==> src/rtl/led_shift_sched_if.sv <==
// Bundle between the GPIO write path, the LED shifter and status readers.
// The controller takes the slave side; the register path / shifter drive the master side.
interface led_shift_sched_if #(
    parameter int DATA_BITS = 16
);
    logic                 wr_req;
    logic [DATA_BITS-1:0] wr_data;
    logic                 done;
    logic                 err_clr;
    logic                 start;
    logic [DATA_BITS-1:0] pdata;
    logic                 busy;
    logic                 pending;
    logic                 err;
    logic [7:0]           frame_cnt;

    modport slave (
        input  wr_req, wr_data, done, err_clr,
        output start, pdata, busy, pending, err, frame_cnt
    );

    modport master (
        output wr_req, wr_data, done, err_clr,
        input  start, pdata, busy, pending, err, frame_cnt
    );
endinterface

==> src/rtl/led_shift_sched.sv <==
// LED shift frame scheduler: shadows the CPU LED word and launches frames
// into the serial shifter on new data or periodic refresh, with timeout recovery.
module led_shift_sched #(
    parameter int                   DATA_BITS      = 16,
    parameter logic [DATA_BITS-1:0] RESET_VAL      = '0,
    parameter int                   REFRESH_CYCLES = 1_000_000,
    parameter int                   TIMEOUT_CYCLES = 1024,
    parameter int                   GAP_CYCLES     = 4
) (
    input logic              clk,
    input logic              rstn,
    led_shift_sched_if.slave bus
);
    typedef enum logic [1:0] {
        S_IDLE,
        S_LAUNCH,
        S_SHIFT,
        S_GAP
    } state_t;

    localparam int              GW       = (GAP_CYCLES > 1) ? $clog2(GAP_CYCLES) : 1;
    localparam logic [GW-1:0]   GAP_LAST = GW'(GAP_CYCLES - 1);
    localparam logic [15:0]     TO_LAST  = 16'(TIMEOUT_CYCLES - 1);
    localparam logic [23:0]     REF_LAST = 24'(REFRESH_CYCLES - 1);
    localparam bit              REF_EN   = (REFRESH_CYCLES != 0);

    state_t               r_state;
    logic [DATA_BITS-1:0] r_shadow;
    logic [DATA_BITS-1:0] r_pdata;
    logic                 r_pending;
    logic                 r_start;
    logic                 r_busy;
    logic                 r_err;
    logic [7:0]           r_frame_cnt;
    logic [23:0]          r_ref_cnt;
    logic [15:0]          r_to_cnt;
    logic [GW-1:0]        r_gap_cnt;

    logic w_ref_due;
    logic w_launch;

    // Timer saturates, so a period missed during a long frame stays due.
    assign w_ref_due = REF_EN && (r_ref_cnt >= REF_LAST);
    assign w_launch  = (r_state == S_IDLE) && (r_pending || w_ref_due);

    always_ff @(posedge clk or negedge rstn) begin
        if (!rstn) begin
            r_state     <= S_IDLE;
            r_shadow    <= RESET_VAL;
            r_pdata     <= RESET_VAL;
            r_pending   <= 1'b1;
            r_start     <= 1'b0;
            r_busy      <= 1'b0;
            r_err       <= 1'b0;
            r_frame_cnt <= '0;
            r_ref_cnt   <= '0;
            r_to_cnt    <= '0;
            r_gap_cnt   <= '0;
        end else begin
            r_start <= 1'b0;
            if (r_ref_cnt != '1) begin
                r_ref_cnt <= r_ref_cnt + 24'd1;
            end
            if (bus.err_clr) begin
                r_err <= 1'b0;
            end
            unique case (r_state)
                S_IDLE: begin
                    if (w_launch) begin
                        r_state   <= S_LAUNCH;
                        r_start   <= 1'b1;
                        r_busy    <= 1'b1;
                        r_pdata   <= r_shadow;
                        r_pending <= 1'b0;
                        r_ref_cnt <= '0;
                        r_to_cnt  <= '0;
                    end
                end
                // The launch cycle counts toward the shifter timeout.
                S_LAUNCH: begin
                    r_state  <= S_SHIFT;
                    r_to_cnt <= r_to_cnt + 16'd1;
                end
                S_SHIFT: begin
                    if (bus.done) begin
                        r_state     <= S_GAP;
                        r_gap_cnt   <= '0;
                        r_frame_cnt <= r_frame_cnt + 8'd1;
                    end else if (r_to_cnt >= TO_LAST) begin
                        r_state   <= S_GAP;
                        r_gap_cnt <= '0;
                        r_err     <= 1'b1;
                        r_pending <= 1'b1;
                    end else begin
                        r_to_cnt <= r_to_cnt + 16'd1;
                    end
                end
                S_GAP: begin
                    if (r_gap_cnt == GAP_LAST) begin
                        r_state <= S_IDLE;
                        r_busy  <= 1'b0;
                    end else begin
                        r_gap_cnt <= r_gap_cnt + GW'(1);
                    end
                end
                default: begin
                    r_state <= S_IDLE;
                    r_busy  <= 1'b0;
                end
            endcase
            // A write on the launch edge re-arms pending after it was cleared.
            if (bus.wr_req) begin
                r_shadow  <= bus.wr_data;
                r_pending <= 1'b1;
            end
        end
    end

    assign bus.start     = r_start;
    assign bus.pdata     = r_pdata;
    assign bus.busy      = r_busy;
    assign bus.pending   = r_pending;
    assign bus.err       = r_err;
    assign bus.frame_cnt = r_frame_cnt;
endmodule

==> src/flat_wrapper.sv <==
// flat-port wrapper written by rule: the top's interface ports become plain ports
module led_shift_sched_flat 
#(
    parameter int                   DATA_BITS      = 16,
    parameter logic [DATA_BITS-1:0] RESET_VAL      = '0,
    parameter int                   REFRESH_CYCLES = 1_000_000,
    parameter int                   TIMEOUT_CYCLES = 1024,
    parameter int                   GAP_CYCLES     = 4
)
  (clk, rstn, bus_wr_req, bus_wr_data, bus_done, bus_err_clr, bus_start, bus_pdata, bus_busy, bus_pending, bus_err, bus_frame_cnt);
  led_shift_sched_if #(.DATA_BITS(DATA_BITS)) bus_i ();
  input logic clk;
  input logic rstn;
  input wire logic [$bits(bus_i.wr_req)-1:0] bus_wr_req;
  input wire logic [$bits(bus_i.wr_data)-1:0] bus_wr_data;
  input wire logic [$bits(bus_i.done)-1:0] bus_done;
  input wire logic [$bits(bus_i.err_clr)-1:0] bus_err_clr;
  output wire logic [$bits(bus_i.start)-1:0] bus_start;
  output wire logic [$bits(bus_i.pdata)-1:0] bus_pdata;
  output wire logic [$bits(bus_i.busy)-1:0] bus_busy;
  output wire logic [$bits(bus_i.pending)-1:0] bus_pending;
  output wire logic [$bits(bus_i.err)-1:0] bus_err;
  output wire logic [$bits(bus_i.frame_cnt)-1:0] bus_frame_cnt;
  assign bus_i.wr_req = bus_wr_req;
  assign bus_i.wr_data = bus_wr_data;
  assign bus_i.done = bus_done;
  assign bus_i.err_clr = bus_err_clr;
  assign bus_start = bus_i.start;
  assign bus_pdata = bus_i.pdata;
  assign bus_busy = bus_i.busy;
  assign bus_pending = bus_i.pending;
  assign bus_err = bus_i.err;
  assign bus_frame_cnt = bus_i.frame_cnt;
  led_shift_sched #(.DATA_BITS(DATA_BITS), .RESET_VAL(RESET_VAL), .REFRESH_CYCLES(REFRESH_CYCLES), .TIMEOUT_CYCLES(TIMEOUT_CYCLES), .GAP_CYCLES(GAP_CYCLES)) u_core (.clk(clk), .rstn(rstn), .bus(bus_i));
endmodule
==> config.mk <==
export PLATFORM = sky130hd
export DESIGN_NAME = led_shift_sched_flat
export DESIGN_NICKNAME = d
export VERILOG_FILES = /design/src/rtl/led_shift_sched_if.sv /design/src/rtl/led_shift_sched.sv /design/src/flat_wrapper.sv
export SDC_FILE = /design/constraint.sdc
export NUM_CORES = 1
export LEC_CHECK = 0
export BUFFER_PORTS_ARGS = -buffer_cell sky130_fd_sc_hd__buf_4
export CORE_AREA = 2 2 124 126
export CTS_BUF_LIST = sky130_fd_sc_hd__clkbuf_2
export CTS_CLUSTER_DIAMETER = 150
export DETAILED_ROUTE_END_ITERATION = 12
export DIE_AREA = 0 0 126 128
export GPL_ROUTABILITY_DRIVEN = 1
export HOLD_SLACK_MARGIN = 0.15
export SLEW_MARGIN = 10
export SYNTH_ARGS = -nofsm -noshare
export SYNTH_HDL_FRONTEND = slang
export SYNTH_SLANG_ARGS = --single-unit
==> constraint.sdc <==
create_clock -name clk -period 2.3 [get_ports clk]
set_input_delay 0.115 -clock clk [delete_from_list [all_inputs] [get_ports clk]]
set_output_delay 0.115 -clock clk [all_outputs]
set_load 0.03 [all_outputs]
==> results_dict.tcl <==
set metrics [dict create \
    outcome "finished, final reports clean" \
    clk_latency_ns 0.59 \
    drtIter0Drc 167 \
    grt_use_met2_pct 20.7 \
    diodes 0 \
    drc_errors 0 \
    layout.nets 531 \
    grt_max_degree 48 \
    placed_cell_area_um2 5030 \
    slew_viol_final 0 \
    syn_to_final_growth_pct 27.4 \
    io_pins 49 \
    die_height_um 128 \
    min_period_ns 2.17 \
    totalNegativeSetupSlack_ns 0 \
    grtUsageMet3_pct 3.67 \
    critPathMaxStageDelay_ns 0.56 \
    gr-usage-all-layers_pct 12.9 \
    ir_drop_mv 0.738 \
    setup_slack_ns 0.134 \
    fill_cells 1487 \
    power.density_nw_per_um2 973 \
    via_per_inst 4.94 \
    cts_buffers 9 \
    routed_wl_mm 9.86 \
    wl_per_cell_um 14.2 \
    p_int_mw 3.17 \
    synth_warnings 0 \
    pre_cts_slack_ns 0.0557 \
    cts_tree "yes" \
    clk_pin_slew_ns 0.23 \
    antenna_found_initial 0 \
    rows 45 \
    placedCellCount 638 \
    synth_edf_count 0 \
    slowest_stage "dlygate4sd3_1" \
    synth-seq-cells 88 \
    die_x_um 126 \
    yosys-top-cells-area "dfrtp_1, mux2_2, a22o_1" \
    synth.top_cell.area_share_pct 49.8 \
    cp_top_family "buffers and inverters" \
    hold_violations 0 \
    clock.fmax_mhz 462 \
    worstSetupStartpointType "flop" \
    hp-class "in2reg" \
    clock_sinks 88 \
    firstDrtPassIters 4 \
    grt-ovfl-total 0 \
    worstSetupPathType "reg2reg" \
    die_area_um2 16100 \
    grt_pass1_wl_mm 16.6 \
    cp_max_fo 4 \
    clockPowerShare_pct 12.2 \
    leakage_nw 2.44 \
    slew_headroom_pct 59.7 \
    postLayoutCellArea_um2 5570 \
    hp-start "bus_wr_req" \
    switching_share_pct 41.6 \
    first_global_vias 3433 \
    top_usage_layer "met2" \
    finalSetupViolCount 0 \
    port_buffers 48 \
    seq_area_frac_synth_pct 50.4 \
    h-tree-depth 3 \
    synth_area_leader_cell "dfrtp_1" \
    finClkSkew_ns 0.0346 \
    cp.buffers_inverters 3 \
    cap_violations 0 \
    root_buffer "clkbuf_2" \
    grt_util_met1_pct 16.3 \
    p_switching_mw 2.26 \
    core_um2 14900 \
    clockBufferDepth 2 \
    hpwl_mm 6.45 \
    worst-r2r-setup-slack_ns 0.13 \
    synth_cell_type_count 60 \
    tightest_slew_ns 0.599 \
    crit_start "u_core.r_to_cnt[0]" \
    fin_crit_sh_pct 94.2 \
    ant_nets 0 \
    layout_common_cells "dfrtp_1, buf_4, dlygate4sd3_1, mux2_2, nor2_1" \
    worstPathArrival_ns 2.71 \
    worstSetupEndpointType "flop" \
    required_ns 2.84 \
    avgSynthCellArea_um2 11.0 \
    final_common_cell "dfrtp_1" \
    r2r_start "u_core.r_to_cnt[0]" \
    via_count 3426 \
    path_cells "ha_1, nand3_2, nor3_4, buf_4, o21ai_0, buf_4, o21ai_0, dlygate4sd3_1" \
    instances_no_fill 694 \
    gp_congestion 0.807 \
    seqPwrFrac_pct 39.4 \
    power_frac_comb_pct 48.4 \
    syn_nets 426 \
    ys.flop_type "dfrtp_1" \
    initial_utilization_pct 29.4 \
    synth_area_um2 4370 \
    synthCells 397 \
    async_flop_share_pct 100 \
    drive_above_1_share_pct 26.5 \
]
state kept, by name (all words and copies together) (netlist names):
register and count:
u_core.bus.pdata 16, u_core.r_shadow 16, u_core.r_ref_cnt 24, u_core.bus.err 1, u_core.bus.pending 1, u_core.r_gap_cnt 2
u_core.bus.busy 1, u_core.r_state 2, u_core.r_to_cnt 16, u_core.bus.start 1, u_core.bus.frame_cnt 8
cells by family (layout without fill, tap and decap cells):
logic type,count (synthesis),count (layout),synth area share [%]
muxes,36,36,9.35
AOI/OAI and AO/OA,74,74,12.8
and+or+nand+nor,140,141,17.4
adders and majority gates,8,8,2.29
DFF,88,88,50.4
buffers and inverters,30,138,3.52
xor gates and xnor gates,21,21,4.20
power by group through the flow:
stage / combinational [mW] / sequential, mW / clock [mW]
3_3_place_gp: 2.43 / 2.16 / 0
5_1_grt: 2.86 / 2.19 / 0.763
3_5_place_dp: 2.49 / 2.16 / 0
6_report: 2.62 / 2.14 / 0.662
4_1_cts: 2.56 / 2.14 / 0.705
2_1_floorplan: 1.39 / 2.53 / 0
metrics by stage:
stage	hold slack, ns	util [%]	total power [mW]
3_5_place_dp	0.210	33.8	4.64
4_1_cts	0.390	37.1	5.40
5_1_grt	0.409	37.5	5.82
6_report	0.439	37.5	5.43
2_1_floorplan	-0.181	-	3.92
3_3_place_gp	0.193	33.8	4.59
Yosys cell counts, types with 6 or more instances:
master,instances
dfrtp_1,87
mux2_2,31
nor2_1,28
nand2_1,23
nand3_1,22
o21ai_0,20
inv_1,14
a22o_1,13
xnor2_1,13
nand4_1,12
nor3_1,11
or3_1,9
a21oi_1,8
ha_1,8
xor2_1,8
and3_1,6
nor4_1,6
o211ai_1,6
layer usage:
layer,up-vias,wire length [um]
li1,1669,-
met1,1683,4490
met2,60,4790
met3,14,394
met4,0,183
met5,-,0
tightest hold or removal path, stage by stage:
cell           delay, ns
dlygate4sd3_1       0.54
buf_4               0.22
a21o_1              0.17
layout make-up:
| type | instances | area (um^2) | share of cell area, % |
|---|---|---|---|
| Timing Repair Buffer | 109 | 950 | 17.0 |
| Inverter | 14 | 52.6 | 0.943 |
| Clock buffer | 9 | 45.0 | 0.808 |
| Multi-Input combinational cell | 280 | 2050 | 36.8 |
| Sequential cell | 88 | 2200 | 39.5 |
| Tap cell | 188 | 235 | 4.22 |
| Clock inverter | 6 | 36.3 | 0.651 |
timing repair:
item	4_1_cts	5_1_grt
setup endpoints to repair	0	38
setup buffers	0	1
endpoints found under the hold margin	117	0
gates resized for setup	0	5
hold buffers	39	0
path summary, 6_finish.rpt:
path,endpoint,cells past startpoint
max,u_core.bus.err,8
min,u_core.bus.pending,3
max reg2reg,u_core.bus.err,8
min reg2reg,u_core.bus.frame_cnt[7],1
max in group asynchronous,u_core.r_to_cnt[5],4
min in group asynchronous,u_core.bus.pending,3
Power figures use the tool's default switching activity.
